--- src/rtl/instruction_fetch_request_pkg.sv ---
// Shared fetch definitions: default outstanding-request budget, FSM encoding and queue payloads.
`timescale 1ns/1ps
package instruction_fetch_request_pkg;

    localparam int FETCH_MAX_OUTSTANDING = 4;

    typedef enum logic [1:0] {
        FETCH_IDLE       = 2'd0,
        FETCH_RUN        = 2'd1,
        FETCH_FAULT_HALT = 2'd2
    } fetch_state_t;

    // Sampled at issue, paired with the returning word.
    typedef struct packed {
        logic        paging;
        logic        kernel;
        logic [31:0] pc;
    } fetch_tag_t;

    typedef struct packed {
        logic        pagefault;
        logic [13:0] mmu_flags;
        logic        paging;
        logic        kernel;
        logic [31:0] inst;
        logic [31:0] pc;
    } fetch_resp_t;

endpackage

--- src/rtl/instruction_fetch_request_fetch_credit_counter.sv ---
// In-flight request and post-flush discard bookkeeping; zero-latency keep/drop decision per response.
`timescale 1ns/1ps
module fetch_credit_counter #(
    parameter int MAX = 4,
    localparam int CW = $clog2(MAX + 1)
) (
    input  logic          clk,
    input  logic          rst,
    input  logic          issue,
    input  logic          resp,
    input  logic          flush,
    output logic [CW-1:0] inflight,
    output logic          resp_keep
);

    logic [CW-1:0] discard;
    logic [CW-1:0] inflight_next;
    logic          resp_ok;
    logic          resp_drop;

    // A response with nothing outstanding is a protocol error and is ignored.
    assign resp_ok       = resp & (inflight != '0);
    assign resp_keep     = resp_ok & (discard == '0);
    assign resp_drop     = resp_ok & (discard != '0);
    assign inflight_next = inflight + CW'(issue) - CW'(resp_ok);

    always_ff @(posedge clk or posedge rst) begin
        if (rst) begin
            inflight <= '0;
            discard  <= '0;
        end else begin
            inflight <= inflight_next;
            if (flush)          discard <= inflight_next;
            else if (resp_drop) discard <= discard - CW'(1);
        end
    end

endmodule

--- src/rtl/mist1032isa_sync_fifo.sv ---
// Registered synchronous FIFO, one-cycle write-to-head latency; DEPTH must be a power of 2.
// clear empties it next edge; push on full is accepted only together with a pop.
`timescale 1ns/1ps
module mist1032isa_sync_fifo #(
    parameter int WIDTH = 32,
    parameter int DEPTH = 4,
    localparam int AW = (DEPTH > 1) ? $clog2(DEPTH) : 1,
    localparam int CW = $clog2(DEPTH + 1)
) (
    input  logic             clk,
    input  logic             rst,
    input  logic             clear,
    input  logic             push,
    input  logic [WIDTH-1:0] push_dat,
    input  logic             pop,
    output logic [WIDTH-1:0] head,
    output logic             empty,
    output logic [CW-1:0]    count
);

    logic [WIDTH-1:0] mem [DEPTH];
    logic [AW-1:0]    wr_ptr;
    logic [AW-1:0]    rd_ptr;
    logic             full;
    logic             do_push;
    logic             do_pop;

    assign empty   = (count == '0);
    assign full    = (count == CW'(DEPTH));
    assign do_pop  = pop & !empty;
    assign do_push = push & (!full | do_pop);
    assign head    = mem[rd_ptr];

    always_ff @(posedge clk or posedge rst) begin
        if (rst) begin
            wr_ptr <= '0;
            rd_ptr <= '0;
            count  <= '0;
        end else if (clear) begin
            wr_ptr <= '0;
            rd_ptr <= '0;
            count  <= '0;
        end else begin
            if (do_push) wr_ptr <= wr_ptr + AW'(1);
            if (do_pop)  rd_ptr <= rd_ptr + AW'(1);
            count <= count + CW'(do_push) - CW'(do_pop);
        end
    end

    always_ff @(posedge clk) begin
        if (do_push) mem[wr_ptr] <= push_dat;
    end

endmodule

--- src/rtl/instruction_fetch_request.sv ---
// Sequential fetch front end: issues I-side reads, pairs words with PC/MMU status, one-cycle response-to-output.
// Issue stops on FETCH_STOP or when in-flight plus held words reach the budget; LOCK holds the FIFO head.
// Build option MIST1032ISA_FETCH_FAULT_HALT_EN: a faulting response halts issue until a flush or branch.
`timescale 1ns/1ps
module instruction_fetch_request
    import instruction_fetch_request_pkg::*;
#(
    parameter logic [31:0] P_RESET_PC        = 32'h0000_0000,
    parameter int          P_MAX_OUTSTANDING = FETCH_MAX_OUTSTANDING
) (
    input  logic        iCLOCK,
    input  logic        iRESET,
    input  logic        iFETCH_START,
    input  logic        iFLUSH,
    input  logic        iBRANCH_VALID,
    input  logic [31:0] iBRANCH_ADDR,
    input  logic        iPAGING_ENA,
    input  logic        iKERNEL_ACCESS,
    output logic        oMEM_REQ,
    output logic [31:0] oMEM_ADDR,
    input  logic        iMEM_ACK,
    input  logic        iMEM_VALID,
    input  logic [31:0] iMEM_DATA,
    input  logic        iMEM_PAGEFAULT,
    input  logic [13:0] iMEM_MMU_FLAGS,
    output logic        oNEXT_INST_VALID,
    output logic        oNEXT_PAGEFAULT,
    output logic [13:0] oNEXT_MMU_FLAGS,
    output logic        oNEXT_PAGING_ENA,
    output logic        oNEXT_KERNEL_ACCESS,
    output logic        oNEXT_BRANCH_PREDICT,
    output logic [31:0] oNEXT_BRANCH_PREDICT_ADDR,
    output logic [31:0] oNEXT_INST,
    output logic [31:0] oNEXT_PC,
    input  logic        iNEXT_FETCH_STOP,
    input  logic        iNEXT_LOCK
);

    localparam int          CW    = $clog2(P_MAX_OUTSTANDING + 1);
    localparam logic [CW:0] LIMIT = (CW + 1)'(P_MAX_OUTSTANDING);

    fetch_state_t  state;
    fetch_state_t  state_next;
    logic [31:0]   pc;
    logic          flush_evt;
    logic          issue;
    logic [CW-1:0] inflight;
    logic          resp_keep;
    logic          resp_push;
    logic [CW:0]   credit_used;
    fetch_tag_t    tag_in;
    fetch_tag_t    tag_head;
    logic          tag_empty;
    logic [CW-1:0] tag_count;
    fetch_resp_t   resp_in;
    fetch_resp_t   resp_head;
    fetch_resp_t   resp_out;
    logic          resp_empty;
    logic [CW-1:0] resp_count;
    logic          out_vld;
    logic          unused_tag_count;

    assign flush_evt   = iFLUSH | iBRANCH_VALID;
    assign credit_used = {1'b0, inflight} + {1'b0, resp_count};
    assign oMEM_REQ    = (state == FETCH_RUN) & !iNEXT_FETCH_STOP & !flush_evt & (credit_used < LIMIT);
    assign oMEM_ADDR   = pc;
    assign issue       = oMEM_REQ & iMEM_ACK;

    always_ff @(posedge iCLOCK or posedge iRESET) begin
        if (iRESET) begin
            state <= FETCH_IDLE;
            pc    <= P_RESET_PC;
        end else begin
            state <= state_next;
            if (iBRANCH_VALID) pc <= iBRANCH_ADDR & 32'hFFFF_FFFC;
            else if (issue)    pc <= pc + 32'd4;
        end
    end

    always_comb begin
        state_next = state;
        case (state)
            FETCH_IDLE: begin
                if (iFETCH_START) state_next = FETCH_RUN;
            end
            FETCH_RUN: begin
`ifdef MIST1032ISA_FETCH_FAULT_HALT_EN
                if (resp_push && iMEM_PAGEFAULT && !flush_evt) state_next = FETCH_FAULT_HALT;
`else
                state_next = FETCH_RUN;
`endif
            end
            FETCH_FAULT_HALT: begin
                if (flush_evt) state_next = FETCH_RUN;
            end
            default: state_next = FETCH_IDLE;
        endcase
    end

    fetch_credit_counter #(.MAX(P_MAX_OUTSTANDING)) u_credit (
        .clk       (iCLOCK),
        .rst       (iRESET),
        .issue     (issue),
        .resp      (iMEM_VALID),
        .flush     (flush_evt),
        .inflight  (inflight),
        .resp_keep (resp_keep)
    );

    assign tag_in = {iPAGING_ENA, iKERNEL_ACCESS, pc};

    mist1032isa_sync_fifo #(.WIDTH($bits(fetch_tag_t)), .DEPTH(P_MAX_OUTSTANDING)) u_tag_q (
        .clk      (iCLOCK),
        .rst      (iRESET),
        .clear    (flush_evt),
        .push     (issue),
        .push_dat (tag_in),
        .pop      (resp_push),
        .head     (tag_head),
        .empty    (tag_empty),
        .count    (tag_count)
    );

    // Occupancy of the tag queue mirrors the credit counter's view of kept requests.
    assign unused_tag_count = ^tag_count;

    assign resp_push = resp_keep & !tag_empty;
    assign resp_in   = {iMEM_PAGEFAULT, iMEM_MMU_FLAGS, tag_head.paging, tag_head.kernel, iMEM_DATA, tag_head.pc};
    assign out_vld   = !resp_empty & !iNEXT_LOCK & !flush_evt;

    mist1032isa_sync_fifo #(.WIDTH($bits(fetch_resp_t)), .DEPTH(P_MAX_OUTSTANDING)) u_resp_q (
        .clk      (iCLOCK),
        .rst      (iRESET),
        .clear    (flush_evt),
        .push     (resp_push),
        .push_dat (resp_in),
        .pop      (out_vld),
        .head     (resp_head),
        .empty    (resp_empty),
        .count    (resp_count)
    );

    assign resp_out                  = resp_empty ? '0 : resp_head;
    assign oNEXT_INST_VALID          = out_vld;
    assign oNEXT_PAGEFAULT           = resp_out.pagefault;
    assign oNEXT_MMU_FLAGS           = resp_out.mmu_flags;
    assign oNEXT_PAGING_ENA          = resp_out.paging;
    assign oNEXT_KERNEL_ACCESS       = resp_out.kernel;
    assign oNEXT_INST                = resp_out.inst;
    assign oNEXT_PC                  = resp_out.pc;
    assign oNEXT_BRANCH_PREDICT      = 1'b0;
    assign oNEXT_BRANCH_PREDICT_ADDR = 32'h0;

endmodule

--- config.mk ---
export PLATFORM = sky130hd
export DESIGN_NAME = instruction_fetch_request
export DESIGN_NICKNAME = d
export VERILOG_FILES = /design/src/rtl/instruction_fetch_request_pkg.sv /design/src/rtl/instruction_fetch_request_fetch_credit_counter.sv /design/src/rtl/mist1032isa_sync_fifo.sv /design/src/rtl/instruction_fetch_request.sv
export SDC_FILE = /design/constraint.sdc
export NUM_CORES = 1
export LEC_CHECK = 0
export ABC_AREA = 1
export CELL_PAD_IN_SITES_DETAIL_PLACEMENT = 1
export CELL_PAD_IN_SITES_GLOBAL_PLACEMENT = 1
export CORE_ASPECT_RATIO = 0.75
export CORE_MARGIN = 5
export CORE_UTILIZATION = 50
export CTS_BUF_LIST = sky130_fd_sc_hd__clkbuf_4 sky130_fd_sc_hd__clkbuf_8
export DETAILED_ROUTE_END_ITERATION = 7
export HOLD_SLACK_MARGIN = 0.06
export PLACE_DENSITY_LB_ADDON = 0.1
export SLEW_MARGIN = 20
export SYNTH_ARGS = -nofsm -noshare
export SYNTH_HDL_FRONTEND = slang
export SYNTH_SLANG_ARGS = --single-unit
--- constraint.sdc ---
create_clock -name iCLOCK -period 15.5 [get_ports iCLOCK]
set_input_delay 3.1 -clock iCLOCK [delete_from_list [all_inputs] [get_ports iCLOCK]]
set_output_delay 3.1 -clock iCLOCK [all_outputs]
set_load 0.005 [all_outputs]
==> impl_table.tex, run 1 <==
\begin{tabular}{lr}
\hline
Metric & Value \\
\hline
\multicolumn{2}{l}{\textbf{Floorplan}} \\
Standard-cell row count & 64 \\
Die ar. & 0.04588 mm² \\
Initial Util & 50.81\% \\
Number of top-level design ports & 238 \\
Std-Cell Core Area & 0.04100 mm² \\
Die Ht & 186.8 µm \\
Die width & 245.7 µm \\
\multicolumn{2}{l}{\textbf{Clock network}} \\
Clk sinks & 495 \\
Clock latency reported for the late side of the worst-skew pair & 0.63 ns \\
Clock transition at the register clock pins on the worst setup and hold paths after CTS & 0.06 ns \\
Clock tree from TritonCTS & yes \\
CTS H-tree lvls & 3 \\
Clock buffers created by TritonCTS & 77 \\
Library cell used as clock root buffer & sky130\_fd\_sc\_hd\_\_clkbuf\_8 \\
Count of instances resized after the clock tree is built & 0 \\
Longest Clk Path Bufs & 3 \\
Hold buffers post-CTS & 0 \\
Number of buffers added for setup after CTS & 0 \\
\multicolumn{2}{l}{\textbf{Final layout}} \\
Top library cells by usage in the layout, fill and taps aside & sky130\_fd\_sc\_hd\_\_edfxtp\_1, sky130\_fd\_sc\_hd\_\_nor2\_1, sky130\_fd\_sc\_hd\_\_o21ai\_0, sky130\_fd\_sc\_hd\_\_nand2\_1, sky130\_fd\_sc\_hd\_\_clkdlybuf4s50\_1 \\
Area taken by multi-input logic gates & 0.005373 mm² \\
Fraction of layout instances using a drive strength above 1 & 7.996\% \\
Summed area of non-filler cells in the final layout & 0.02468 mm² \\
Count of fill cells added during filler insertion & 4295 \\
Register cell area after layout & 0.01461 mm² \\
Final-stage net count & 2154 \\
Synthesis-to-layout area growth & 18.49\% \\
Most common cell after layout, fill and taps aside & sky130\_fd\_sc\_hd\_\_edfxtp\_1 \\
\multicolumn{2}{l}{\textbf{Pwr}} \\
Maximum ir drop on the vdd rail & 0.07971 mV \\
Fraction of power consumed by the clock network & 39.2\% \\
Leakage component of the power & 0.008863 µW \\
Power per cell area & 112.0 mW/mm² \\
Switching share of power & 22.97\% \\
Internal power summed over all cells & 2129 µW \\
Sequential power share & 55.0\% \\
Switching Power & 635.1 µW \\
Fraction of power consumed by combinational cells & 5.8\% \\
\multicolumn{2}{l}{\textbf{Critical path}} \\
Cell breakdown of the critical path & clkdlybuf4s50\_1, buf\_4, nor2\_1, nand3\_1, nor2\_1, clkdlybuf4s50\_1 \\
CP startpoint kind & input pin \\
Source of the worst register-to-register timing path & u\_credit.discard[0] \\
Worst endpoint required time & 12.40 ns \\
Largest stage delay on the critical path & 0.80 ns \\
CP delay by family, top & buffers and inverters \\
Arrival time worst endpoint & 5.37 ns \\
Biggest fanout along the worst timing path & 33 \\
Worst R2R End & u\_resp\_q.mem[1][66] \\
Setup crit end kind & output pin \\
Buffering stage count on the worst path with inverters included & 3 \\
Setup slack on the worst flop-to-flop path & 11.90 ns \\
Slowest-stage cell, CP & sky130\_fd\_sc\_hd\_\_nor2\_1 \\
Kind of critical path & in2out \\
Reg2reg path depth & 9 \\
\multicolumn{2}{l}{\textbf{STA}} \\
Max-Slew Margin vs Limit & 24.46\% \\
Final Max Slew Viols & 0 \\
Highest clock frequency the design can meet & 118.0 MHz \\
Final critical path time including I/O delays and setup & 8.472 ns \\
Hold slack & 0.5051 ns \\
Fin. Hold Viols & 0 \\
Accumulated negative setup slack & 0 ns \\
Period utilisation layout & 54.66\% \\
Final setup violation count & 0 \\
Unrepaired setup endpoints after global routing & no \\
Worst clock skew & 0.02843 ns \\
Slew at the pin with the worst max-slew slack & 1.132 ns \\
\multicolumn{2}{l}{\textbf{Hold path}} \\
Worst Hold Depth & 1 \\
Origin of the worst min-delay path & state[0] \\
Hold endpoint & state[0] \\
Type of the most critical hold path & reg2reg \\
\multicolumn{2}{l}{\textbf{Detailed routing}} \\
Overall via count from detail\_route & 14600 \\
Vias per inst & 5.483 \\
First drt pass iteration count & 7 \\
Initial DRC Count & 1042 \\
DRC errors left & 0 \\
Total wire length after detailed routing & 57.24 mm \\
Final ANT Viol Nets & 0 \\
Average wire length per cell after detail routing & 21.50 µm \\
\multicolumn{2}{l}{\textbf{Placement}} \\
Final weighted congestion in routability-driven placement & 0.8341 \\
PortBufs & 198 \\
Placed cell areas & 0.02313 mm² \\
Final HPWL DP & 34.04 mm \\
\multicolumn{2}{l}{\textbf{Synth}} \\
Synthesized flop and latch total & 495 \\
Synthesized area divided by synthesized cell count & 11.33 µm² \\
Post-synthesis cell area & 0.02083 mm² \\
Yosys Warn Count & 0 \\
Distinct cell type count after synthesis & 35 \\
Post-Synthesis Cells & 1838 \\
Sequential cell area fraction in the yosys report & 70.13\% \\
\multicolumn{2}{l}{\textbf{GRT}} \\
Wire length of the first global-routing pass & 88.75 mm \\
Pin count of the biggest net entering global routing & 117 \\
Vias in the first global route & 15577 \\
Overall overflow remaining after global route & 0 \\
Number of antenna violations at the first check in global routing & 1 \\
Overall global routing resource usage & 24.54\% \\
\multicolumn{2}{l}{\textbf{Outcome}} \\
Result of the run & finished, final reports clean \\
\multicolumn{2}{l}{\textbf{Job}} \\
Number of max-cap violations & 0 \\
\hline
\end{tabular}
-- metrics by stage --
| stage | util, % | power [µW] | cells | setup slack [ns] |
|---|---|---|---|---|
| after detailed placement | 56.42 | 1708 | 2522 | 6.986 |
| final | 60.20 | 2765 | 2663 | 7.028 |
| after global placement | 56.42 | 1698 | 2522 | 7.028 |
| after global routing | 60.20 | 2880 | 2663 | 6.840 |
| after floorplan | - | 1625 | 1874 | 7.988 |
| after CTS | 60.07 | 2791 | 2660 | 6.975 |
-- worst max-delay path by stage --
stage,startpoint,endpoint,slack [ns],cells past startpoint
floorplan,iBRANCH_VALID,u_resp_q.mem[0][10],7.99,6
global placement,iBRANCH_VALID,oMEM_REQ,7.03,6
detailed placement,iBRANCH_VALID,oMEM_REQ,6.99,6
CTS,iBRANCH_VALID,oMEM_REQ,6.98,6
global route,iBRANCH_VALID,oMEM_REQ,6.84,6
finish,iBRANCH_VALID,oMEM_REQ,7.03,6
-- cells by family (layout without fill, tap and decap cells) --
group,count (synthesis),in the layout,synth area share (%)
buffers and inverters,214,441,4.913
other,1,38,0.01800
xor gates and xnor gates,15,15,0.6307
DFF,495,495,70.13
AOI/OAI and AO/OA,354,354,8.806
and+or+nand+nor,737,737,14.07
adders and majority gates,22,22,1.430
-- metal layers --
| layer | track usage (%) | up-vias | part of all wire (%) |
|---|---|---|---|
| li1 | - | 6700 | - |
| met5 | 0 | - | 0 |
| met3 | 4.005 | 106 | 5.0 |
| met1 | 33.04 | 7398 | 43 |
| met2 | 41.44 | 396 | 49 |
| met4 | 7.422 | 0 | 2.7 |
-- cell type report --
class | instances | area share, %
timing repair buffer | 218 | 8.785
clock buffer | 106 | 5.252
inverter | 85 | 1.328
clock inverter | 32 | 0.8010
multi-input combinational | 1165 | 21.77
tap | 561 | 2.844
sequential | 495 | 59.21
antenna | 1 | 0.01014
-- registers in the layout (all words and copies together) (netlist names) --
signal / cells
u_tag_q.mem: 128
u_resp_q.wr_ptr: 2
u_tag_q.wr_ptr: 2
state: 1
u_credit.inflight: 3
u_tag_q.count: 3
oMEM_ADDR: 30
u_resp_q.mem: 316
u_tag_q.rd_ptr: 2
u_credit.discard: 3
u_resp_q.count: 3
u_resp_q.rd_ptr: 2
-- Yosys cell counts --
library cell | count | area [µm²]
sky130_fd_sc_hd__nand3_4 | 1 | 17.52
sky130_fd_sc_hd__a21boi_0 | 1 | 7.510
sky130_fd_sc_hd__nor2_2 | 2 | 12.51
sky130_fd_sc_hd__inv_2 | 4 | 15.01
sky130_fd_sc_hd__dfrtp_1 | 51 | 1276
sky130_fd_sc_hd__nor2_4 | 2 | 22.52
sky130_fd_sc_hd__nand2_1 | 201 | 754.5
sky130_fd_sc_hd__inv_1 | 79 | 296.5
sky130_fd_sc_hd__o21bai_1 | 6 | 45.04
sky130_fd_sc_hd__buf_2 | 22 | 110.1
sky130_fd_sc_hd__xor2_1 | 4 | 35.03
sky130_fd_sc_hd__nand2_2 | 1 | 6.260
sky130_fd_sc_hd__nand2_4 | 2 | 22.52
sky130_fd_sc_hd__xnor2_1 | 11 | 96.34
sky130_fd_sc_hd__nor2_1 | 446 | 1674
sky130_fd_sc_hd__or2_2 | 4 | 25.02
sky130_fd_sc_hd__edfxtp_1 | 444 | 13330
sky130_fd_sc_hd__buf_4 | 41 | 307.8
sky130_fd_sc_hd__buf_1 | 8 | 30.03
sky130_fd_sc_hd__inv_6 | 1 | 8.760
sky130_fd_sc_hd__nor3_1 | 3 | 15.01
sky130_fd_sc_hd__o211ai_1 | 2 | 15.01
sky130_fd_sc_hd__fa_1 | 3 | 60.06
sky130_fd_sc_hd__nand4_1 | 3 | 18.77
sky130_fd_sc_hd__a21oi_1 | 81 | 405.4
sky130_fd_sc_hd__conb_1 | 1 | 3.750
sky130_fd_sc_hd__buf_6 | 4 | 45.04
sky130_fd_sc_hd__clkbuf_1 | 52 | 195.2
sky130_fd_sc_hd__nand3_1 | 71 | 355.3
sky130_fd_sc_hd__clkinv_2 | 1 | 5.000
sky130_fd_sc_hd__o21ai_0 | 232 | 1161
sky130_fd_sc_hd__and2_1 | 1 | 6.260
sky130_fd_sc_hd__clkbuf_2 | 2 | 10.01
sky130_fd_sc_hd__o22ai_1 | 32 | 200.2
sky130_fd_sc_hd__ha_1 | 19 | 237.7
-- power by group through the flow --
stage	clock network, µW	registers, µW	logic (µW)
3_3_place_gp	0	1550	152
6_report	1080	1520	161
2_1_floorplan	0	1530	93.0
3_5_place_dp	0	1550	160
4_1_cts	1110	1520	162
5_1_grt	1180	1520	180
Power figures use the tool's default switching activity.
==> run 2: changes to the inputs <==
Settings changed: CORE_UTILIZATION 50 to 42.
Clock period 15.5 ns to 7.1 ns, I/O delays scaled along.
==> impl_table.tex, run 2 (synthesized netlist as in run 1, its figures left out) <==
\begin{tabular}{lr}
\hline
Metric & Value \\
\hline
\multicolumn{2}{l}{\textbf{Outcome}} \\
Result of the run & finished, final reports clean \\
\multicolumn{2}{l}{\textbf{Hold path}} \\
Type of the most critical hold path & reg2reg \\
\multicolumn{2}{l}{\textbf{GRT}} \\
Overall global routing resource usage & 20.37\% (-4.2 points) \\
Wire length of the first global-routing pass & 86.91 mm (-2.1\%) \\
Number of antenna violations at the first check in global routing & 0 (-1) \\
Pin count of the biggest net entering global routing & 87 (-26\%) \\
Overall overflow remaining after global route & 0 (unchanged) \\
Vias in the first global route & 15117 (-3.0\%) \\
\multicolumn{2}{l}{\textbf{Final layout}} \\
Most common cell after layout, fill and taps aside & sky130\_fd\_sc\_hd\_\_edfxtp\_1 \\
Final-stage net count & 2164 (+0.46\%) \\
Top library cells by usage in the layout, fill and taps aside & sky130\_fd\_sc\_hd\_\_edfxtp\_1, sky130\_fd\_sc\_hd\_\_nor2\_1, sky130\_fd\_sc\_hd\_\_o21ai\_0, sky130\_fd\_sc\_hd\_\_nand2\_1, sky130\_fd\_sc\_hd\_\_clkdlybuf4s50\_1 \\
Count of fill cells added during filler insertion & 5190 (+21\%) \\
Reg with most FFs & u\_resp\_q.mem \\
Number of flip-flops under the largest register name & 316 (unchanged) \\
Fraction of layout instances using a drive strength above 1 & 8.531\% (+0.53 points) \\
Utilization after layout & 51.03\% (-9.2 points) \\
Final antenna diode count & 0 (-1) \\
Synthesis-to-layout area growth & 19.73\% \\
\multicolumn{2}{l}{\textbf{Critical path}} \\
Slowest-stage cell, CP & sky130\_fd\_sc\_hd\_\_dfrtp\_2 \\
Buffering stage count on the worst path with inverters included & 3 (unchanged) \\
CP delay by family, top & buffers and inverters \\
Cell breakdown of the critical path & inv\_2, buf\_4, nor2\_1, o21ai\_0, a21oi\_1, clkdlybuf4s50\_1 \\
Largest stage delay on the critical path & 0.85 ns (+0.05 ns) \\
Kind of critical path & reg2out \\
Worst endpoint required time & 5.68 ns (-6.72 ns) \\
CP startpoint kind & flop \\
Biggest fanout along the worst timing path & 49 (+48\%) \\
Arrival time worst endpoint & 3.81 ns (-1.56 ns) \\
Setup crit end kind & output pin \\
\multicolumn{2}{l}{\textbf{Pwr}} \\
Power consumption & 6159 µW (+120\%) \\
Maximum ir drop on the vdd rail & 0.1724 mV (+120\%) \\
Power per cell area & 247.0 mW/mm² (+120\%) \\
Leakage component of the power & 0.008955 µW (+1.0\%) \\
\multicolumn{2}{l}{\textbf{Clock network}} \\
Clk sinks & 495 (unchanged) \\
Hold buffers post-CTS & 0 (unchanged) \\
Library cell used as clock root buffer & sky130\_fd\_sc\_hd\_\_clkbuf\_8 \\
Clock latency reported for the late side of the worst-skew pair & 0.66 ns (+0.03 ns) \\
Clock transition at the register clock pins on the worst setup and hold paths after CTS & 0.07 ns (about the same) \\
Number of buffers added for setup after CTS & 0 (unchanged) \\
Longest Clk Path Bufs & 3 (unchanged) \\
CTS H-tree lvls & 3 (unchanged) \\
Clock buffers created by TritonCTS & 80 (+3.9\%) \\
Clock tree from TritonCTS & yes \\
Count of instances resized after the clock tree is built & 0 (unchanged) \\
\multicolumn{2}{l}{\textbf{STA}} \\
Period utilisation layout & 73.65\% \\
Worst clock skew & 0.03206 ns (+0.003628 ns) \\
Hold slack & 0.4977 ns (-0.007425 ns) \\
Highest clock frequency the design can meet & 191.2 MHz \\
Final critical path time including I/O delays and setup & 5.229 ns \\
Slew at the pin with the worst max-slew slack & 1.090 ns (-0.04176 ns) \\
Unrepaired setup endpoints after global routing & no \\
Final Max Slew Viols & 0 (unchanged) \\
Max-Slew Margin vs Limit & 27.15\% (+2.7 points) \\
Accumulated negative setup slack & 0 ns (unchanged) \\
Final setup violation count & 0 (unchanged) \\
Minimum setup slack in the final design & 1.871 ns (-5.158 ns) \\
Fin. Hold Viols & 0 (unchanged) \\
\multicolumn{2}{l}{\textbf{Floorplan}} \\
Die Ht & 202.9 µm (+8.6\%) \\
Initial Util & 42.62\% (-8.2 points) \\
Standard-cell row count & 70 (+9.4\%) \\
Number of top-level design ports & 238 (unchanged) \\
Die ar. & 0.05420 mm² (+18\%) \\
Die width & 267.2 µm (+8.7\%) \\
Std-Cell Core Area & 0.04887 mm² (+19\%) \\
\multicolumn{2}{l}{\textbf{Detailed routing}} \\
DRC errors left & 0 (unchanged) \\
Total wire length after detailed routing & 55.78 mm (-2.6\%) \\
Average wire length per cell after detail routing & 20.22 µm (-5.9\%) \\
Overall via count from detail\_route & 14255 (-2.4\%) \\
First drt pass iteration count & 4 (-3) \\
Vias per inst & 5.169 (-5.7\%) \\
Final ANT Viol Nets & 0 (unchanged) \\
Initial DRC Count & 708 (-32\%) \\
\multicolumn{2}{l}{\textbf{Placement}} \\
PortBufs & 198 (unchanged) \\
Final HPWL DP & 33.66 mm (-1.1\%) \\
Setup Slack @ Placement & 2.194 ns (-4.792 ns) \\
Final weighted congestion in routability-driven placement & 0.8158 (-2.2\%) \\
\multicolumn{2}{l}{\textbf{Job}} \\
Number of max-cap violations & 0 (unchanged) \\
\hline
\end{tabular}
run 2: cell count changes in the layout (fill, tap and decap cells not counted), sizes merged:
cell	previous run	this run
inv	85	84
clkbuf	106	111
diode	1	0
buf	20	27
bufinv	2	4
clkinvlp	3	1
clkinv	27	25
run 2: final timing paths:
| path | start | end | slack, ns | cells after the start |
|---|---|---|---|---|
| min in group asynchronous | iRESET | oMEM_ADDR[26] | 1.30 | 3 |
| setup / recovery | u_resp_q.rd_ptr[1] | oNEXT_PC[17] | 1.87 | 6 |
| setup reg to reg | u_resp_q.count[1] | u_tag_q.mem[2][32] | 3.84 | 9 |
| hold reg to reg | state[0] | state[0] | 0.50 | 1 |
| hold / removal | state[0] | state[0] | 0.50 | 1 |
| max in group asynchronous | iRESET | u_resp_q.rd_ptr[0] | 5.15 | 3 |
run 2: routing by layer:
layer | wire length, µm | GRT usage [%]
met2 | 27260 | 34.17
met1 | 25270 | 27.88
met3 | 2311 | 3.756
met5 | 0 | 0
met4 | 929 | 4.699
run 2: worst register-to-register path: cells and delay by family, from the launching register on:
kind / cells / cell delay, ns
simple gates: 6 / 1.13
flops: 1 / 0.44
fa+ha+maj: 1 / 0.32
buf+inv: 2 / 0.98
run 2: cell type report:
type                            count  area, µm²  area share, %
Inverter                           85      327.8          1.314
Sequential cell                   495      14610          58.60
Clock buffer                      111       1359          5.448
Timing Repair Buffer              225       2222          8.910
Multi-Input combinational cell   1165       5373          21.54
Clock inverter                     29      234.0         0.9381
Tap cell                          648      810.8          3.251
run 2: through the flow:
stage	std cells	area (µm²)
after floorplan	1874	20970
after global placement	2617	23330
after detailed placement	2617	23330
after CTS	2757	24920
after global routing	2758	24940
final	2758	24940
run 2: power breakdown:
part	internal, µW	total (µW)	switching, µW
logic	161	345	184
clock network	1380	2500	1120
registers	3230	3320	86.5
total	4770	6160	1390
==> run 3: changes to the inputs <==
Settings changed: CORE_UTILIZATION 42 to 47.
Clock period 7.1 ns to 5.2 ns, I/O delays scaled along.
==> impl_table.tex, run 3 (synthesized netlist as in run 1, its figures left out) <==
\begin{tabular}{lr}
\hline
Metric & Value \\
\hline
\multicolumn{2}{l}{\textbf{Detailed routing}} \\
Vias per inst & 5.349 (+3.5\%) \\
DRC errors left & 0 (unchanged) \\
First drt pass iteration count & 5 (+1) \\
Average wire length per cell after detail routing & 20.76 µm (+2.6\%) \\
Initial DRC Count & 917 (+30\%) \\
Overall via count from detail\_route & 14394 (+0.98\%) \\
Final ANT Viol Nets & 0 (unchanged) \\
Total wire length after detailed routing & 55.86 mm (+0.15\%) \\
\multicolumn{2}{l}{\textbf{Final layout}} \\
Register cell area after layout & 0.01461 mm² (unchanged) \\
Final-stage net count & 2165 (+0.046\%) \\
Most common cell after layout, fill and taps aside & sky130\_fd\_sc\_hd\_\_edfxtp\_1 \\
Fraction of layout instances using a drive strength above 1 & 8.286\% (-0.24 points) \\
Synthesis-to-layout area growth & 19.00\% \\
Summed area of non-filler cells in the final layout & 0.02479 mm² (-0.61\%) \\
Reg with most FFs & u\_resp\_q.mem \\
Area taken by multi-input logic gates & 0.005373 mm² (unchanged) \\
Utilization after layout & 56.85\% (+5.8 points) \\
Layout Cells excl Fill & 2691 (-2.4\%) \\
Number of flip-flops under the largest register name & 316 (unchanged) \\
Count of fill cells added during filler insertion & 4595 (-11\%) \\
Top library cells by usage in the layout, fill and taps aside & sky130\_fd\_sc\_hd\_\_edfxtp\_1, sky130\_fd\_sc\_hd\_\_nor2\_1, sky130\_fd\_sc\_hd\_\_o21ai\_0, sky130\_fd\_sc\_hd\_\_nand2\_1, sky130\_fd\_sc\_hd\_\_clkdlybuf4s50\_1 \\
\multicolumn{2}{l}{\textbf{STA}} \\
Final critical path time including I/O delays and setup & 4.296 ns \\
Period utilisation layout & 82.61\% \\
Final setup violation count & 0 (unchanged) \\
Unrepaired setup endpoints after global routing & no \\
Fin. Hold Viols & 0 (unchanged) \\
Accumulated negative setup slack & 0 ns (unchanged) \\
Worst clock skew & 0.02493 ns (-0.007136 ns) \\
Minimum setup slack in the final design & 0.9043 ns (-0.9665 ns) \\
Highest clock frequency the design can meet & 232.8 MHz \\
Slew at the pin with the worst max-slew slack & 1.142 ns (+0.05196 ns) \\
Final Max Slew Viols & 0 (unchanged) \\
Max-Slew Margin vs Limit & 23.78\% (-3.4 points) \\
\multicolumn{2}{l}{\textbf{Critical path}} \\
Kind of critical path & reg2out \\
Most used cell along the critical path & sky130\_fd\_sc\_hd\_\_nor2\_1 \\
Worst endpoint required time & 4.16 ns (-1.52 ns) \\
Slowest-stage cell, CP & sky130\_fd\_sc\_hd\_\_dfrtp\_4 \\
Largest stage delay on the critical path & 0.84 ns (about the same) \\
Arrival time worst endpoint & 3.26 ns (-0.55 ns) \\
Setup crit end kind & output pin \\
Biggest fanout along the worst timing path & 55 (+12\%) \\
Cell breakdown of the critical path & buf\_4, nor2\_1, nor2\_1, o21ai\_0, a21oi\_1, clkdlybuf4s50\_1 \\
CP delay by family, top & buffers and inverters \\
Buffering stage count on the worst path with inverters included & 2 (-1) \\
CP startpoint kind & flop \\
\multicolumn{2}{l}{\textbf{GRT}} \\
Overall global routing resource usage & 22.59\% (+2.2 points) \\
Number of antenna violations at the first check in global routing & 1 (+1) \\
Overall overflow remaining after global route & 0 (unchanged) \\
Pin count of the biggest net entering global routing & 101 (+16\%) \\
Wire length of the first global-routing pass & 86.08 mm (-0.94\%) \\
Vias in the first global route & 15345 (+1.5\%) \\
\multicolumn{2}{l}{\textbf{Clock network}} \\
Clock buffers created by TritonCTS & 78 (-2.5\%) \\
CTS H-tree lvls & 3 (unchanged) \\
Clock tree from TritonCTS & yes \\
Longest Clk Path Bufs & 3 (unchanged) \\
Count of instances resized after the clock tree is built & 0 (unchanged) \\
Library cell used as clock root buffer & sky130\_fd\_sc\_hd\_\_clkbuf\_8 \\
Clk sinks & 495 (unchanged) \\
Number of buffers added for setup after CTS & 0 (unchanged) \\
Hold buffers post-CTS & 0 (unchanged) \\
Clock latency reported for the late side of the worst-skew pair & 0.60 ns (-0.06 ns) \\
Clock transition at the register clock pins on the worst setup and hold paths after CTS & 0.06 ns (about the same) \\
\multicolumn{2}{l}{\textbf{Floorplan}} \\
Std-Cell Core Area & 0.04360 mm² (-11\%) \\
Initial Util & 47.77\% (+5.2 points) \\
Number of top-level design ports & 238 (unchanged) \\
Die Ht & 192.3 µm (-5.2\%) \\
Die width & 253.1 µm (-5.3\%) \\
Standard-cell row count & 66 (-5.7\%) \\
Die ar. & 0.04867 mm² (-10\%) \\
\multicolumn{2}{l}{\textbf{Placement}} \\
Final weighted congestion in routability-driven placement & 0.8504 (+4.2\%) \\
PortBufs & 198 (unchanged) \\
Cell total after placement & 2551 (-2.5\%) \\
Final HPWL DP & 34.44 mm (+2.3\%) \\
Setup Slack @ Placement & 1.223 ns (-0.9707 ns) \\
Placed cell areas & 0.02334 mm² (about the same) \\
\multicolumn{2}{l}{\textbf{Hold path}} \\
Type of the most critical hold path & reg2reg \\
\multicolumn{2}{l}{\textbf{Pwr}} \\
Power per cell area & 327.3 mW/mm² (+33\%) \\
Leakage component of the power & 0.008905 µW (-0.55\%) \\
Maximum ir drop on the vdd rail & 0.2254 mV (+31\%) \\
\multicolumn{2}{l}{\textbf{Job}} \\
Number of max-cap violations & 0 (unchanged) \\
\multicolumn{2}{l}{\textbf{Outcome}} \\
Result of the run & finished, final reports clean \\
\hline
\end{tabular}
[run 3: cell types whose count changed in the layout (fill, tap and decap cells not counted), moves of 2 or more]
cell                         previous run  this run
sky130_fd_sc_hd__bufinv_16              4         0
sky130_fd_sc_hd__clkbuf_8              84        81
sky130_fd_sc_hd__clkinvlp_4             1         3
sky130_fd_sc_hd__buf_4                 24        22
sky130_fd_sc_hd__clkbuf_4              27        21
sky130_fd_sc_hd__buf_12                 3         8
sky130_fd_sc_hd__clkinv_2               8        11
sky130_fd_sc_hd__clkinv_1              17        23
[run 3: metrics by stage]
step | hold WS (ns) | total power (µW)
3_3_place_gp | 0.4811 | 5063
2_1_floorplan | 0.4640 | 4845
4_1_cts | 0.4997 | 8196
3_5_place_dp | 0.4869 | 5098
6_report | 0.4912 | 8113
5_1_grt | 0.5284 | 8466
[run 3: final timing paths]
check	from	endpoint	slack [ns]	depth (start not counted)
worst min-delay path	state[0]	state[0]	0.49	1
worst max register to register	u_resp_q.count[1]	u_credit.discard[1]	2.20	13
min in group asynchronous	iRESET	oMEM_ADDR[30]	0.92	2
max in group asynchronous	iRESET	u_resp_q.rd_ptr[0]	3.44	3
worst max-delay path	u_resp_q.rd_ptr[0]	oNEXT_PC[22]	0.90	6
worst min register to register	state[0]	state[0]	0.49	1
[run 3: power by group]
group	total, µW	switching (µW)	internal (µW)
clock network	3100	1500	1600
logic	485	262	223
registers	4530	116	4410
total	8110	1880	6230
[run 3: area by class of cell]
class	instances	area share (%)
clock inverter	37	0.6764
sequential	495	58.96
inverter	85	1.322
tap	578	2.918
clock buffer	102	5.134
antenna	1	0.01010
multi-input combinational	1165	21.67
timing repair buffer	228	9.308
[run 3: routing by layer]
layer  share of wire, %  wire [µm]  GRT usage (%)
met1                 44      24610          30.46
met2                 50      28010          39.04
met3                4.2       2373          3.557
met4                1.6        868          5.272
met5                  0          0              0
[run 3: worst reg2reg max path, delay by kind of cell (launching register included)]
family / cells / cell delay (ns)
adders and majority gates: 3 / 1.02
DFF: 1 / 0.45
and+or+nand+nor: 6 / 0.80
AOI/OAI and AO/OA: 2 / 0.15
buffers and inverters: 2 / 0.47
